<file path="config.mk">
export PLATFORM = sky130hd
export DESIGN_NAME = ex_result_stage
export DESIGN_NICKNAME = d
export VERILOG_FILES = /design/src/rtl/ex_result_stage_pkg.sv /design/src/rtl/ex_result_sel.sv /design/src/rtl/ex_result_stage.sv
export SDC_FILE = /design/constraint.sdc
export NUM_CORES = 1
export LEC_CHECK = 0
export BUFFER_PORTS_ARGS = -buffer_cell sky130_fd_sc_hd__buf_2
export CAP_MARGIN = 25
export CORE_AREA = 5 5 169 171
export DETAILED_ROUTE_END_ITERATION = 6
export DIE_AREA = 0 0 174 176
export SETUP_SLACK_MARGIN = 0.05
export SLEW_MARGIN = 10
export SYNTH_ARGS = -nofsm -noshare
export SYNTH_HDL_FRONTEND = slang
export SYNTH_SLANG_ARGS = --single-unit
</file>
<file path="constraint.sdc">
create_clock -name clk -period 7.7 [get_ports clk]
set_input_delay 1.54 -clock clk [delete_from_list [all_inputs] [get_ports clk]]
set_output_delay 1.54 -clock clk [all_outputs]
set_load 0.01 [all_outputs]
</file>
<file path="src/rtl/ex_result_stage_pkg.sv">
// Shared definitions for the execute result stage: word width, enable levels,
// decoded op encodings and result-buffer state encodings.
package ex_result_stage_pkg;

    localparam int unsigned WORD_DATA = 32;
    localparam logic        ENABLE    = 1'b1;
    localparam logic        DISABLE   = 1'b0;

    typedef enum logic [3:0] {
        OpAdd  = 4'd0,
        OpSub  = 4'd1,
        OpAnd  = 4'd2,
        OpOr   = 4'd3,
        OpXor  = 4'd4,
        OpSll  = 4'd5,
        OpSrl  = 4'd6,
        OpSlt  = 4'd7,
        OpSltu = 4'd8,
        OpBeq  = 4'd9,
        OpBne  = 4'd10,
        OpBlt  = 4'd11,
        OpBge  = 4'd12,
        OpBltu = 4'd13,
        OpBgeu = 4'd14,
        OpNop  = 4'd15
    } ex_op_e;

    typedef enum logic [1:0] {
        StEmpty = 2'd0,
        StOne   = 2'd1,
        StTwo   = 2'd2
    } buf_state_e;

endpackage

</file>
<file path="src/rtl/ex_result_sel.sv">
// Combinational result selector: maps the decoded op onto the parallel ALU
// outputs, resolves the branch condition and forms the branch target.
module ex_result_sel
    import ex_result_stage_pkg::*;
#(
    parameter int unsigned OP_W = 4,
    parameter int unsigned RD_W = 5
) (
    input  logic [OP_W-1:0]      op,
    input  logic [RD_W-1:0]      rd,
    input  logic [WORD_DATA-1:0] pc,
    input  logic [WORD_DATA-1:0] imm,
    input  logic [WORD_DATA-1:0] alu_add,
    input  logic [WORD_DATA-1:0] alu_sub,
    input  logic [WORD_DATA-1:0] alu_and,
    input  logic [WORD_DATA-1:0] alu_or,
    input  logic [WORD_DATA-1:0] alu_xor,
    input  logic [WORD_DATA-1:0] alu_sll,
    input  logic [WORD_DATA-1:0] alu_srl,
    input  logic [WORD_DATA-1:0] alu_slt,
    input  logic [WORD_DATA-1:0] alu_sltu,
    input  logic                 alu_eq,
    output logic [WORD_DATA-1:0] result,
    output logic [RD_W-1:0]      wb_rd,
    output logic                 wen,
    output logic                 br_taken,
    output logic [WORD_DATA-1:0] br_target
);

    // Target is formed for every op; it only matters when the branch is taken.
    assign br_target = pc + imm;

    // Decode op into result, write enable and branch outcome.
    always_comb begin
        result   = '0;
        wen      = DISABLE;
        br_taken = DISABLE;
        case (op)
            OP_W'(OpAdd):  begin result = alu_add;  wen = ENABLE; end
            OP_W'(OpSub):  begin result = alu_sub;  wen = ENABLE; end
            OP_W'(OpAnd):  begin result = alu_and;  wen = ENABLE; end
            OP_W'(OpOr):   begin result = alu_or;   wen = ENABLE; end
            OP_W'(OpXor):  begin result = alu_xor;  wen = ENABLE; end
            OP_W'(OpSll):  begin result = alu_sll;  wen = ENABLE; end
            OP_W'(OpSrl):  begin result = alu_srl;  wen = ENABLE; end
            OP_W'(OpSlt):  begin result = alu_slt;  wen = ENABLE; end
            OP_W'(OpSltu): begin result = alu_sltu; wen = ENABLE; end
            OP_W'(OpBeq):  br_taken = alu_eq;
            OP_W'(OpBne):  br_taken = ~alu_eq;
            OP_W'(OpBlt):  br_taken = alu_slt[0];
            OP_W'(OpBge):  br_taken = ~alu_slt[0];
            OP_W'(OpBltu): br_taken = alu_sltu[0];
            OP_W'(OpBgeu): br_taken = ~alu_sltu[0];
            default: ; // NOP: occupies a slot, writes nothing
        endcase
    end

    // Non-writing entries carry rd=0 so downstream forwarding never matches them.
    assign wb_rd = wen ? rd : '0;

endmodule

</file>
<file path="src/rtl/ex_result_stage.sv">
// EX/MEM result stage: selects the ALU result for the decoded op and holds it
// in a valid/ready buffer feeding the memory stage.
// Build option EX_SKID_EN: defined gives a two-entry skid buffer with a
// registered in_ready; undefined gives a single entry register whose in_ready
// is combinational (!out_valid | out_ready).
module ex_result_stage
    import ex_result_stage_pkg::*;
#(
    parameter int unsigned OP_W = 4,
    parameter int unsigned RD_W = 5
) (
    input  logic                 clk,
    input  logic                 rst,
    input  logic                 flush,
    input  logic                 in_valid,
    output logic                 in_ready,
    input  logic [OP_W-1:0]      in_op,
    input  logic [RD_W-1:0]      in_rd,
    input  logic [WORD_DATA-1:0] in_pc,
    input  logic [WORD_DATA-1:0] in_imm,
    input  logic [WORD_DATA-1:0] alu_add,
    input  logic [WORD_DATA-1:0] alu_sub,
    input  logic [WORD_DATA-1:0] alu_and,
    input  logic [WORD_DATA-1:0] alu_or,
    input  logic [WORD_DATA-1:0] alu_xor,
    input  logic [WORD_DATA-1:0] alu_sll,
    input  logic [WORD_DATA-1:0] alu_srl,
    input  logic [WORD_DATA-1:0] alu_slt,
    input  logic [WORD_DATA-1:0] alu_sltu,
    input  logic                 alu_eq,
    output logic                 out_valid,
    input  logic                 out_ready,
    output logic [WORD_DATA-1:0] out_result,
    output logic [RD_W-1:0]      out_rd,
    output logic                 out_wen,
    output logic                 out_br_taken,
    output logic [WORD_DATA-1:0] out_br_target
);

    typedef struct packed {
        logic [WORD_DATA-1:0] result;
        logic [RD_W-1:0]      rd;
        logic                 wen;
        logic                 br_taken;
        logic [WORD_DATA-1:0] br_target;
    } entry_t;

    entry_t               new_entry;
    entry_t               head_q, head_d;
    buf_state_e           state_q, state_d;
    logic                 push, pop;
    logic [WORD_DATA-1:0] sel_result;
    logic [RD_W-1:0]      sel_rd;
    logic                 sel_wen;
    logic                 sel_taken;
    logic [WORD_DATA-1:0] sel_target;

    ex_result_sel #(
        .OP_W (OP_W),
        .RD_W (RD_W)
    ) u_sel (
        .op        (in_op),
        .rd        (in_rd),
        .pc        (in_pc),
        .imm       (in_imm),
        .alu_add   (alu_add),
        .alu_sub   (alu_sub),
        .alu_and   (alu_and),
        .alu_or    (alu_or),
        .alu_xor   (alu_xor),
        .alu_sll   (alu_sll),
        .alu_srl   (alu_srl),
        .alu_slt   (alu_slt),
        .alu_sltu  (alu_sltu),
        .alu_eq    (alu_eq),
        .result    (sel_result),
        .wb_rd     (sel_rd),
        .wen       (sel_wen),
        .br_taken  (sel_taken),
        .br_target (sel_target)
    );

    assign new_entry = '{
        result:    sel_result,
        rd:        sel_rd,
        wen:       sel_wen,
        br_taken:  sel_taken,
        br_target: sel_target
    };

    assign out_valid = (state_q != StEmpty);
    // Flush blocks acceptance even though in_ready may still read high.
    assign push      = in_valid & in_ready & ~flush;
    assign pop       = out_valid & out_ready;

`ifdef EX_SKID_EN
    entry_t skid_q, skid_d;
    logic   in_ready_q;

    // Skid buffer next state: the second slot catches the entry that was in
    // flight when downstream stalled.
    always_comb begin
        state_d = state_q;
        head_d  = head_q;
        skid_d  = skid_q;
        if (flush) begin
            state_d = StEmpty;
        end else begin
            unique case (state_q)
                StEmpty: begin
                    if (push) begin
                        state_d = StOne;
                        head_d  = new_entry;
                    end
                end
                StOne: begin
                    if (push && !pop) begin
                        state_d = StTwo;
                        skid_d  = new_entry;
                    end else if (push && pop) begin
                        head_d = new_entry;
                    end else if (pop) begin
                        state_d = StEmpty;
                    end
                end
                StTwo: begin
                    if (pop) begin
                        state_d = StOne;
                        head_d  = skid_q;
                    end
                end
                default: state_d = StEmpty;
            endcase
        end
    end

    // State, payload and registered ready.
    always_ff @(posedge clk) begin
        if (rst) begin
            state_q    <= StEmpty;
            head_q     <= '0;
            skid_q     <= '0;
            in_ready_q <= 1'b1;
        end else begin
            state_q    <= state_d;
            head_q     <= head_d;
            skid_q     <= skid_d;
            in_ready_q <= (state_d != StTwo);
        end
    end

    assign in_ready = in_ready_q;
`else
    // Single entry: a simultaneous push and pop simply replaces the entry.
    always_comb begin
        state_d = state_q;
        head_d  = head_q;
        if (flush) begin
            state_d = StEmpty;
        end else if (push) begin
            state_d = StOne;
            head_d  = new_entry;
        end else if (pop) begin
            state_d = StEmpty;
        end
    end

    // State and payload register.
    always_ff @(posedge clk) begin
        if (rst) begin
            state_q <= StEmpty;
            head_q  <= '0;
        end else begin
            state_q <= state_d;
            head_q  <= head_d;
        end
    end

    assign in_ready = (state_q == StEmpty) | out_ready;
`endif

    assign out_result    = head_q.result;
    assign out_rd        = head_q.rd;
    assign out_wen       = head_q.wen;
    assign out_br_taken  = head_q.br_taken;
    assign out_br_target = head_q.br_target;

endmodule

</file>
# Word level (Yosys, flattened, before mapping)
# Index checks and enable logic that the tools add are counted.
[word_totals]
inputBits = 367
register_bits = 72
output_inout_bits = 73
[op_classes]
n_reduce_logical = 6
eq_ne = 14
add_sub_neg = 1
muxes = 6
bitwise = 8
[op_table]
columns = ["operator", "count"]
rows = [
  ["$pmux W32 S9", 1],
  ["$add A32 B32 Y32", 1],
  ["$eq A4 B4 Y1 const B", 7],
  ["$eq A4 B3 Y1 const B", 4],
  ["$reduce_or A9 Y1", 1],
  ["$eq A4 B2 Y1 const B", 2],
  ["$pmux W1 S6", 1],
  ["$mux W5", 1],
  ["$eq A4 B1 Y1 const B", 1],
  ["$logic_not A4 Y1", 1],
  ["$not A1 Y1", 4],
  ["$and A1 B1 Y1", 3],
  ["$mux W1", 3],
  ["$logic_not A2 Y1", 1],
  ["$reduce_and A2 Y1", 1],
  ["$reduce_bool A2 Y1", 1],
  ["$reduce_or A2 Y1", 1],
  ["$or A1 B1 Y1", 1],
]

# Longest topological paths before layout
# Gate-level depths: netlist of run 1.
[depth]
depth_word = 5
ltp_mapped = 10

# Modules after synthesis
# Synthesis of run 1 repeated with hierarchy kept, for this count alone.
[hier_totals]
cells_unflattened = 764
hier_area_um2 = 6557.5
[modules_own_cells]
columns = ["module", "cells_per_inst", "seq_area_each_um2", "instances", "area_per_inst_um2"]
rows = [
  ["ex_result_stage", 313, 1441.4, 1, 3288.2],
  ["ex_result_sel", 451, 0.0, 1, 3269.4],
]

# Worst setup path before layout of run 1
# No wires, ideal clock.
[synth_timing]
kind = "input to register"
from = "input port in_pc[0]"
to = "register head_q, in the netlist out_br_target[30]"
path_buffers = 0
path_stages = 10
t_arrival_ps = 3755
path_slack_ps = 3821
setup_ps = 124
cell_sequence = "ha_1 fa_1 a21o_2 a221o_2 a31oi_4 or4_1 nand4b_2 a221oi_2 or4_1 o211ai_2"
[synth_between]
elab_chain_cells = 1
[synth_rtl]
columns = ["element", "line_no", "text"]
rows = [
  ["start: declaration", "ex_result_stage.sv:19", "input logic [WORD_DATA-1:0] in_pc,"],
  ["$add A32 B32 Y32", "ex_result_sel.sv:31", "assign br_target = pc + imm;"],
  ["end signal: assignment", "ex_result_stage.sv:172", "head_q <= '0;"],
  ["end signal: assignment", "ex_result_stage.sv:175", "head_q <= head_d;"],
  ["end: declaration", "ex_result_stage.sv:49", "entry_t head_q, head_d;"],
]
# No other way between the ends.
# A chain may end at the register's enable or synchronous reset.

# Worst setup path in the final report of run 1
[layout_timing]
from = "input port in_imm[6]"
to = "register head_q, in the netlist out_br_target[31]"
[layout_between]
elab_chain_cells = 1
[layout_rtl]
columns = ["element", "line_no", "text"]
rows = [
  ["start: declaration", "ex_result_stage.sv:20", "input logic [WORD_DATA-1:0] in_imm,"],
  ["$add A32 B32 Y32", "ex_result_sel.sv:31", ""],
]
# No other way between the ends.

==> impl_metrics.yaml, run 1 <==
worst_hold_path:
  worstHoldPathCells: 2
  min_to: "out_br_target[6]"
  hp-class: "reg -> reg"
  holdCritStartpoint: "out_br_target[6]"
cts:
  worstSkewPairLatency_ns: 0.34
  post-cts-setup-buffers: 0
  cts_max_level: 3
  cts.sinks: 72
  clock_path_buffers: 2
  cts.clk_slew.worst_paths_ns: 0.06
  cts_tree: "yes"
  numCtsBuffers: 9
  ctsResizeCount: 0
  cts-root-buf: "clkbuf_16"
  ctsHoldBuffers: 0
synthesis:
  ys_warn_count: 0
  synth_edf_count: 0
  netlist-cell-type-count: 57
  yosysSeqAreaShare_pct: 25.3
  syn_area_um2: 5690
  dominantRegCellSynth: "dfxtp_1"
  postSynthCellCount: 750
  synth_nets: 1149
  syn_avg_cell_area_um2: 7.59
  ys_ff_latch: 72
  synth-async-reset-ratio_pct: 0
power:
  power.density_nw_per_um2: 145
  irDropWorstVdd_mv: 0.0919
  power_mw: 1.23
  leakagePower_nw: 3.97
finish:
  multi_input_area_um2: 3990
  regArea_um2: 1440
  fin_nets: 1552
  layout-drive-gt1-share_pct: 42.4
  fillers: 2935
  mostFrequentLayoutCells: "buf_2, nand2_1, a21oi_1"
  final_common_cell: "buf_2"
  areaGrowthSynthToFinish_pct: 49.2
timing:
  holdWs_ns: 0.445
  fin_crit_ns: 3.92
  tightest_slew_ns: 0.791
  skew_ns: 0.00681
  fin_crit_sh_pct: 50.9
  fin_tns_setup_ns: 0
  relSlewSlack_pct: 45.9
  max_freq_mhz: 255
  rsz0062_at_grt: "no"
  drv_slew: 0
  final_hold_viol_count: 0
  setup_viol: 0
setup_path:
  end_kind: "flip-flop"
  timing.rr.end: "out_result[25]"
  critical_path_class: "in -> reg"
  cp_data_arrival_time_ns: 4.14
  reg2reg_depth: 9
  crit_fanout: 6
  timing.rr.start: "state_q[0]"
  cp.required_ns: 7.92
  reg2reg_slack_ns: 5.55
  setup.worst_path.start_class: "primary input"
placed_design:
  io_buffers: 439
  gp_congestion: 0.944
  hpwl_mm: 27.0
route:
  wirelength_met1_mm: 12.9
  firstDrtPassIters: 5
  route.met2.wl_mm: 16.5
  drtAntennaViolNets: 0
  wl_per_cell_um: 21.8
  routed-wl-met3_mm: 2.24
  dr_total_vias: 7772
  top_layer: "met4"
  via_per_inst: 5.18
  drcViolationCount: 0
  wirelength_mm: 32.7
  drtIter0Drc: 568
die:
  row_count: 60
  die_w_um: 174
  io_pins: 440
  coreArea_um2: 26700
  design.die.area_um2: 30600
  fp.dieH_um: 176
  start_util_pct: 21.3
grt:
  grt-ovfl-total: 0
  grt_pass1_wl_mm: 48.1
  grt_max_degree: 63
  antenna_found_initial: 12
  grt_pass1_vias: 7922
  grt_usage_pct: 20.2
outcome:
  status: "finished clean"
job:
  max_cap_violations: 0
-- how the worst max path moves through the flow --
stage / from / endpoint
after floorplan: in_pc[0] / out_br_target[30]
after global placement: in_pc[0] / out_br_target[30]
after detailed placement: in_pc[0] / out_br_target[30]
after CTS: in_pc[0] / out_br_target[30]
after global routing: in_pc[7] / out_br_target[31]
final: in_imm[6] / out_br_target[31]
-- report_power, final --
| part | switching, mW | total [mW] | internal (mW) |
|---|---|---|---|
| Clock | 0.177 | 0.452 | 0.275 |
| Combinational | 0.208 | 0.381 | 0.173 |
| Sequential | 0.00973 | 0.401 | 0.392 |
-- cells by family (layout without fill, tap and decap cells) --
| group | after synthesis | count (layout) | share of synthesized area [%] |
|---|---|---|---|
| compound gates | 326 | 326 | 40.7 |
| xor+xnor | 26 | 26 | 4.00 |
| fa+ha+maj | 32 | 32 | 7.16 |
| buf+inv | 67 | 474 | 5.45 |
| flops | 72 | 72 | 25.3 |
| mux | 1 | 1 | 0.176 |
| other cells | 0 | 3 | 0 |
| simple gates | 226 | 226 | 17.2 |
-- routing by layer --
metal,global-route usage (%),vias up
li1,-,3698
met5,0,-
met4,6.37,0
met2,37.1,405
met1,24.3,3607
met3,3.08,62
-- registers in the layout (all words and copies together), names as in the netlist --
| register | count |
|---|---|
| state_q | 1 |
| out_result | 32 |
| out_wen | 1 |
| out_br_target | 32 |
| out_rd | 5 |
| out_br_taken | 1 |
-- cells in the mapped netlist (all sizes together), types with 2 or more instances --
| library cell | number | area (um2) |
|---|---|---|
| a211oi | 4 | 30.0 |
| a21o | 9 | 68.8 |
| a21oi | 88 | 440 |
| a221oi | 67 | 593 |
| a22o | 64 | 561 |
| a22oi | 6 | 45.0 |
| a31oi | 37 | 246 |
| and3 | 7 | 46.3 |
| buf | 10 | 78.8 |
| clkbuf | 49 | 188 |
| dfxtp | 72 | 1440 |
| ha | 31 | 388 |
| inv | 6 | 22.5 |
| nand2 | 106 | 398 |
| nand2b | 4 | 25.0 |
| nand3 | 7 | 35.0 |
| nand4 | 12 | 75.1 |
| nand4b | 2 | 23.8 |
| nor2 | 70 | 263 |
| nor2b | 2 | 12.5 |
| nor3 | 5 | 25.0 |
| nor4 | 2 | 12.5 |
| o2111ai | 2 | 17.5 |
| o211ai | 4 | 35.0 |
| o21a | 2 | 15.0 |
| o21ai | 30 | 154 |
| o21bai | 4 | 30.0 |
| or2 | 2 | 12.5 |
| or3 | 3 | 18.8 |
| or4 | 3 | 22.5 |
| xnor2 | 12 | 105 |
| xor2 | 14 | 123 |
-- layout make-up --
class / instances / share of cell area, %
clock inverters: 3 / 0.471
multi-input cells: 611 / 46.9
well taps: 341 / 5.02
repair buffers: 453 / 27.1
clock buffers: 12 / 3.14
diodes: 3 / 0.0884
inverters: 6 / 0.265
flip-flops and latches: 72 / 17.0
-- through the flow --
step	util (%)	instances	worst slack (ns)	cell area [um2]
2_1_floorplan	-	750	3.82	5690
3_3_place_gp	30.6	1482	3.48	8170
3_5_place_dp	30.6	1482	3.45	8170
4_1_cts	31.7	1497	3.80	8480
5_1_grt	31.8	1501	3.65	8490
6_report	31.8	1501	3.78	8490
-- critical path, stage by stage --
cell and delay (ns):
buf_2 0.11, ha_1 0.38, and3_2 0.27, nand2_1 0.06
a21oi_1 0.27, o2111ai_1 0.31, a2111oi_0 0.81, nor4_1 0.13
xnor2_1 0.17, o21ai_1 0.07
(Power assumes the default switching activity.)
==> run 2: changes to the inputs <==
Settings changed: ABC_AREA set to 1, CORE_AREA 5 5 169 171 to 5 5 166 168, DIE_AREA 0 0 174 176 to 0 0 171 173.
Clock period 7.7 ns to 3.4 ns, I/O delays scaled along.
==> impl_metrics.yaml, run 2 <==
synthesis:
  synth-async-reset-ratio_pct: 0
  ys_ff_latch: 72
  syn_avg_cell_area_um2: 5.41
  synth_area_leaders: "nand2_1, dfxtp_1, nand3_1"
  yosysSeqAreaShare_pct: 20.2
  synth_nets: 1720
  ys_warn_count: 0
  synth_edf_count: 0
  synth_top_area_share_pct: 21.6
  netlist-cell-type-count: 29
  postSynthCellCount: 1321
  synth.top_cells.by_count: "nand2_1, nand3_1, inv_1"
  synth.most_common_cell: "nand2_1"
  synth_area_leader_cell: "nand2_1"
  syn_area_um2: 7150
  dominantRegCellSynth: "dfxtp_1"
finish:
  multi_input_area_um2: 4770
  fillers: 2933
  layout-drive-gt1-share_pct: 27.9
  areaGrowthSynthToFinish_pct: 38.6
  mostFrequentLayoutCells: "buf_2, nand2_1, nand3_1"
  fin_nets: 2119
  utilization_pct: 38.5
  final_common_cell: "buf_2"
  regArea_um2: 1440
timing:
  tightest_slew_ns: 1.02
  rsz0062_at_grt: "no"
  skew_ns: 0.00902
  fin_crit_ns: 2.22
  fin_crit_sh_pct: 65.3
  drv_slew: 0
  fin_tns_setup_ns: 0
  final_hold_viol_count: 0
  max_freq_mhz: 450
  relSlewSlack_pct: 32.3
  setup_viol: 0
grt:
  grt_usage_pct: 23.7
  grt_busiest_layer: "met2"
  antenna_found_initial: 8
  grtUsageMet3_pct: 7.90
  use_met2_pct: 37.2
  grt_max_degree: 91
  grt_pass1_vias: 9827
  grt_util_met1_pct: 31.1
  grt-ovfl-total: 0
  grt_pass1_wl_mm: 55.2
cts:
  cts_max_level: 3
  cts.clk_slew.worst_paths_ns: 0.07
  numCtsBuffers: 9
  worstSkewPairLatency_ns: 0.34
  cts-root-buf: "clkbuf_16"
  ctsHoldBuffers: 0
  ctsResizeCount: 0
  clock_path_buffers: 2
  post-cts-setup-buffers: 0
  cts.sinks: 72
  cts_tree: "yes"
setup_path:
  cpLargestDelayFamily: "simple AND/OR/NAND/NOR gates"
  cp_slowest_cell: "fa_1"
  end_kind: "flip-flop"
  crit_path_frequent_cell: "nand3_1"
  crit_fanout: 4
  critical_path_class: "in -> reg"
  cp.required_ns: 3.65
  critPathBufInv: 2
  cp_slowest_stage_delay_ns: 0.46
  setup.worst_path.start_class: "primary input"
  cp_data_arrival_time_ns: 2.47
  crit_chain: "buf_2, ha_1, fa_1, nand3_1, nand3_1, nand3_1, nand3_1, nand3_1, nand2_1, nand2_1, nand3_1, nand2_1, inv_1"
route:
  dr_total_vias: 10190
  via_per_inst: 4.94
  drtAntennaViolNets: 0
  wl_per_cell_um: 17.9
  firstDrtPassIters: 5
  drtIter0Drc: 674
  drcViolationCount: 0
  wirelength_mm: 37.0
job:
  max_cap_violations: 0
die:
  die_w_um: 171
  io_pins: 440
  fp.dieH_um: 173
  design.die.area_um2: 29600
  coreArea_um2: 25800
  row_count: 59
  start_util_pct: 27.8
power:
  power.density_nw_per_um2: 298
  leakagePower_nw: 5.84
  irDropWorstVdd_mv: 0.201
placed_design:
  io_buffers: 439
  hpwl_mm: 29.6
  gp_congestion: 0.962
outcome:
  status: "finished clean"
worst_hold_path:
  hp-class: "reg -> reg"
[run 2: final cells by class]
cell class              count  share of cell area (%)
diodes                      3                  0.0757
clock buffers               9                    2.27
clock inverters             7                   0.707
inverters                 178                    6.74
multi-input cells        1007                    48.1
flip-flops and latches     72                    14.5
well taps                 335                    4.23
repair buffers            452                    23.3
[run 2: cell families (layout without fill, tap and decap cells)]
| family | count (synthesis) | in the layout | share of synthesized area, % |
|---|---|---|---|
| flip-flops | 72 | 72 | 20.2 |
| buffers and inverters | 242 | 646 | 13.5 |
| other | 0 | 3 | 0 |
| adder cells (fa/ha/maj) | 32 | 32 | 5.70 |
| AO/OA/AOI/OAI | 201 | 201 | 14.7 |
| AND/OR/NAND/NOR | 759 | 759 | 44.2 |
| XOR/XNOR | 15 | 15 | 1.84 |
[run 2: power by group]
part	internal (mW)	switching, mW	leakage, nW	total (mW)
logic	0.412	0.637	5.10	1.05
clock network	0.569	0.419	0.146	0.988
registers	0.892	0.0276	0.589	0.920
[run 2: final timing paths]
check / depth (start not counted) / startpoint / slack [ns] / end
min reg2reg: 2 / out_wen / 0.46 / out_wen
max reg2reg: 7 / state_q[0] / 1.48 / out_br_target[25]
max: 13 / in_pc[0] / 1.18 / out_br_target[20]
min: 2 / out_wen / 0.46 / out_wen
[run 2: stage by stage]
| stage | instances | setup WS (ns) | cell area, um2 | hold slack, ns | power, mW |
|---|---|---|---|---|---|
| finish | 2063 | 1.18 | 9920 | 0.461 | 2.96 |
| global route | 2063 | 1.06 | 9920 | 0.476 | 3.15 |
| CTS | 2059 | 1.19 | 9880 | 0.463 | 2.99 |
| detailed placement | 2043 | 0.823 | 9590 | 0.453 | 1.98 |
| global placement | 2043 | 0.858 | 9590 | 0.445 | 1.97 |
| floorplan | 1321 | 1.22 | 7150 | 0.486 | 1.50 |
[run 2: tightest hold or removal path, delay by kind of cell (launching register included)]
family / cells / cell delay [ns]
compound gates: 1 / 0.05
simple gates: 1 / 0.06
flops: 1 / 0.31
[run 2: layer usage]
layer	routed length [um]	share of wire (%)	vias to the layer above
li1	-	-	5030
met1	15600	42	4589
met2	16400	44	493
met3	4040	11	68
met4	821	2.2	10
met5	80	0.22	-
